$ cat src/rtl/stage_pack.sv
// stage_pack: single-issue valid/ready input packed into a 2-entry buffer that
// feeds a dual-issue stage FIFO write port. Optional pairing wait: STAGE_PACK_PAIR_WAIT_EN.
module stage_pack #(
    parameter int Width   = 32,
    parameter int MaxWait = 2
) (
    input  logic             clk_i,
    input  logic             rst_ni,
    input  logic             flush_i,
    input  logic             drain_i,
    input  logic             in_valid_i,
    input  logic [Width-1:0] in_data_i,
    output logic             in_rdy_o,
    output logic [1:0]       out_valid_o,
    output logic [Width-1:0] out_data0_o,
    output logic [Width-1:0] out_data1_o,
    input  logic [1:0]       out_rdy_i
);

    logic [Width-1:0] buf_q [2];
    logic [Width-1:0] buf_d [2];
    logic [1:0]       cnt_q, cnt_d, n_out, base;
    logic [3:0]       wait_q;
    logic             present1, take0, take1, n_in;

`ifdef STAGE_PACK_PAIR_WAIT_EN
    logic [3:0] wait_d;

    assign present1 = (wait_q >= 4'(MaxWait)) | drain_i;

    always_comb begin
        wait_d = '0;
        if (cnt_d == 2'd1 && n_out == 2'd0 && !n_in)
            wait_d = (wait_q == 4'hf) ? wait_q : wait_q + 4'd1;
    end

    always_ff @(posedge clk_i or negedge rst_ni) begin
        if (!rst_ni)      wait_q <= '0;
        else if (flush_i) wait_q <= '0;
        else              wait_q <= wait_d;
    end
`else
    logic [4:0] unused_wait;

    assign present1    = 1'b1;
    assign wait_q      = '0;
    assign unused_wait = {wait_q, drain_i};
`endif

    always_comb begin
        unique case (cnt_q)
            2'd0:    out_valid_o = 2'b00;
            2'd1:    out_valid_o = {1'b0, present1};
            default: out_valid_o = 2'b11;
        endcase
    end

    // Slot 1 only counts when slot 0 also goes: rdy 10 takes nothing.
    assign take0    = out_valid_o[0] & out_rdy_i[0];
    assign take1    = out_valid_o[1] & out_rdy_i[1] & out_rdy_i[0];
    assign n_out    = 2'(take0) + 2'(take1);
    assign in_rdy_o = ~flush_i & ((cnt_q < 2'd2) | (n_out != 2'd0));
    assign n_in     = in_valid_i & in_rdy_o;
    assign base     = cnt_q - n_out;
    assign cnt_d    = cnt_q - n_out + 2'(n_in);

    always_comb begin
        buf_d = buf_q;
        if (n_out == 2'd1) buf_d[0] = buf_q[1];
        if (n_in) begin
            if (base == 2'd0) buf_d[0] = in_data_i;
            else              buf_d[1] = in_data_i;
        end
    end

    always_ff @(posedge clk_i or negedge rst_ni) begin
        if (!rst_ni) begin
            cnt_q    <= '0;
            buf_q[0] <= '0;
            buf_q[1] <= '0;
        end else begin
            cnt_q <= flush_i ? 2'd0 : cnt_d;
            buf_q <= buf_d;
        end
    end

    assign out_data0_o = buf_q[0];
    assign out_data1_o = buf_q[1];

endmodule

$ cat config.mk
export PLATFORM = sky130hd
export DESIGN_NAME = stage_pack
export DESIGN_NICKNAME = d
export VERILOG_FILES = /design/src/rtl/stage_pack.sv
export SDC_FILE = /design/constraint.sdc
export NUM_CORES = 1
export LEC_CHECK = 0
export ABC_CLOCK_PERIOD_IN_PS = 3200
export CAP_MARGIN = 0
export CELL_PAD_IN_SITES_DETAIL_PLACEMENT = 1
export CELL_PAD_IN_SITES_GLOBAL_PLACEMENT = 1
export CORE_MARGIN = 2
export CORE_UTILIZATION = 35
export CTS_CLUSTER_DIAMETER = 80
export CTS_CLUSTER_SIZE = 12
export DETAILED_ROUTE_END_ITERATION = 6
export PLACE_DENSITY = 0.74
export SETUP_SLACK_MARGIN = 0.15
export SYNTH_ARGS = -nofsm -noshare
export SYNTH_HDL_FRONTEND = slang
export SYNTH_SLANG_ARGS = --single-unit
$ cat constraint.sdc
create_clock -name clk_i -period 3.2 [get_ports clk_i]
set_clock_uncertainty 0.05 [all_clocks]
set_input_delay 0.64 -clock clk_i [delete_from_list [all_inputs] [get_ports clk_i]]
set_output_delay 0.64 -clock clk_i [all_outputs]
set_load 0.05 [all_outputs]
==> results_dict.tcl <==
set metrics [dict create \
    clkTransAtPathRegs_ps 80 \
    die_w_um 97.8 \
    synthXorXnorAreaFrac 0.0102 \
    muxShareOfSynthArea 0.388 \
    firstDrtPassIters 3 \
    htreeDepth 3 \
    antenna_found_initial 0 \
    yosysUniqueCellTypes 18 \
    layout.nets 345 \
    hpwl_um 4770 \
    min_period_over_period 0.887 \
    routed_wl_um 7030 \
    synthesis.nets 237 \
    finalMaxSlewViolations 0 \
    critPathRequiredTime_ps 3380 \
    grt_pass1_wl_um 11400 \
    drt-initial-drc-count 44 \
    ys_seq_area_frac 0.537 \
    ff2ff_path_depth 7 \
    die_area_mm2 0.00956 \
    drive_above_1_share 0.391 \
    numCtsBuffers 9 \
    status "complete, no violations" \
    grt_pass1_vias 2203 \
    worstPathArrival_ps 3020 \
    relSlewSlack 0.548 \
    place.port_buffers 104 \
    cts_tree "built" \
    via_per_inst 4.75 \
    io_pins 106 \
    clockRootBuffer "clkbuf_8" \
    area_growth_pct 43.4 \
    max_freq_mhz 352 \
    fillCellCount 867 \
    grtUsageTotal 0.153 \
    antennaDiodeCount 0 \
    critPathLaunchType "input pin" \
    rows 34 \
    setup_tns_ps 0 \
    setup_viol 0 \
    cts_resized 0 \
    hold_class "in2async" \
    initial_core_util 0.356 \
    cts_num_sinks 66 \
    synth_area_per_cell_um2 15.9 \
    grt_overflow 0 \
    clock_path_buffers 2 \
    fp.dieH_um 97.8 \
    gp_congestion 0.684 \
    syn_area_mm2 0.00308 \
    syn_inst 194 \
    synth_top_family_by_area "multiplexers" \
    cts_setup_buffers 0 \
    fp.coreArea_mm2 0.00864 \
    crit_type "in2reg" \
    critPathCaptureType "register" \
    synth_compound_area_frac 0.00813 \
    seq_area_mm2 0.00165 \
    postRouteAntennaNets 0 \
    synth-seq-cells 66 \
    via_count 1973 \
    grt_max_degree 39 \
    worstSkewPairLatency_ps 340 \
    hold_viol 0 \
    yosysWarnings 0 \
    period_needed_ps 2840 \
    cts_hold_buf 0 \
    multi_input_area_mm2 0.00134 \
    synth_simple_gate_area_frac 0.0114 \
    wl_per_cell_um 16.9 \
    worstMarginPinSlew_ps 678 \
    drc 0 \
    rsz0062_at_grt "false" \
    drv_cap 0 \
    path_max_fanout 32 \
    synthAdderAreaFrac 0.0163 \
]
==> worst paths after layout <==
check / start / endpoint / slack, ps
setup / recovery: out_rdy_i[0] / out_data1_o[14]$_DFFE_PN0P_ / 360
hold / removal: rst_ni / cnt_q[1]$_DFF_PN0_ / 280
setup reg to reg: cnt_q[1]$_DFF_PN0_ / out_data1_o[14]$_DFFE_PN0P_ / 470
hold reg to reg: out_data1_o[15]$_DFFE_PN0P_ / out_data1_o[15]$_DFFE_PN0P_ / 480
max in group asynchronous: rst_ni / out_data1_o[4]$_DFFE_PN0P_ / 2160
min in group clk_i: out_data1_o[15]$_DFFE_PN0P_ / out_data1_o[15]$_DFFE_PN0P_ / 480
==> metal layers <==
layer,track usage,vias up,part of all wire
li1,-,899,-
met1,0.197,1006,0.45
met2,0.243,62,0.48
met3,0.0565,6,0.058
met4,0.0449,0,0.0098
met5,0,-,0
==> registers in the layout, indices dropped and copies added (netlist names) <==
signal,cells
out_data0_o,32
cnt_q,2
out_data1_o,32
==> cells in the final DEF (no fill, tap or decap), drive strengths merged <==
cell type      synthesis  routed
a211o                  1       1
a21o                   1       1
buf                    6       6
clkbuf                 5      10
clkdlybuf4s50          0     102
clkinv                 0       1
clkinvlp               0       5
dfrtp                 66      66
ha                     4       4
inv                    6       6
mux2                  96      96
nand2                  1       1
nand3                  1       1
nand4                  1       1
nor2                   2       2
nor2b                  1       1
or2                    1       1
xnor3                  1       1
xor2                   1       1
==> synthesized netlist by cell type <==
cell       n  area, µm²
a21o_1     1       7.51
buf_6      3       33.8
or2_2      1       6.26
dfrtp_1   66       1650
clkbuf_1   5       18.8
nor2_1     2       7.51
xor2_1     1       8.76
nor2b_1    1       6.26
buf_2      3       15.0
ha_1       4       50.1
nand4_1    1       6.26
nand2_1    1       3.75
inv_1      6       22.5
a211o_4    1       17.5
xnor3_1    1       22.5
nand3_1    1       5.00
mux2_2    66        743
mux2_4    30        450
==> cell type report <==
cell class	count	area share
clock buffer	10	0.0312
tap	108	0.0306
multi-input combinational	111	0.303
inverter	6	0.00510
timing repair buffer	108	0.247
clock inverter	6	0.00964
sequential	66	0.374
==> cells by family after synthesis <==
kind of cell / after synthesis
XOR/XNOR: 2
flip-flops: 66
buffers and inverters: 17
AND/OR/NAND/NOR: 7
adder cells (fa/ha/maj): 4
multiplexers: 96
AO/OA/AOI/OAI: 2
==> metrics by stage <==
step / setup WS (ps) / cells / hold WS (ps) / utilization / instance area, µm²
6_report: 362 / 415 / 276 / 0.511 / 4410
5_1_grt: 271 / 415 / 311 / 0.511 / 4410
4_1_cts: 375 / 415 / 293 / 0.511 / 4410
3_5_place_dp: 9.57 / 399 / 469 / 0.490 / 4230
3_3_place_gp: 37.1 / 399 / 464 / 0.490 / 4230
2_1_floorplan: 590 / 194 / 294 / - / 3080
==> critical path, stage by stage <==
cell	delay (ps)
clkdlybuf4s50_1	480
nand3_1	110
ha_1	310
ha_1	190
xnor3_1	280
a211o_4	570
mux2_2	400
Power is not shown: default switching activity piles up to over one toggle a cycle in this logic, so the estimate is an artifact.
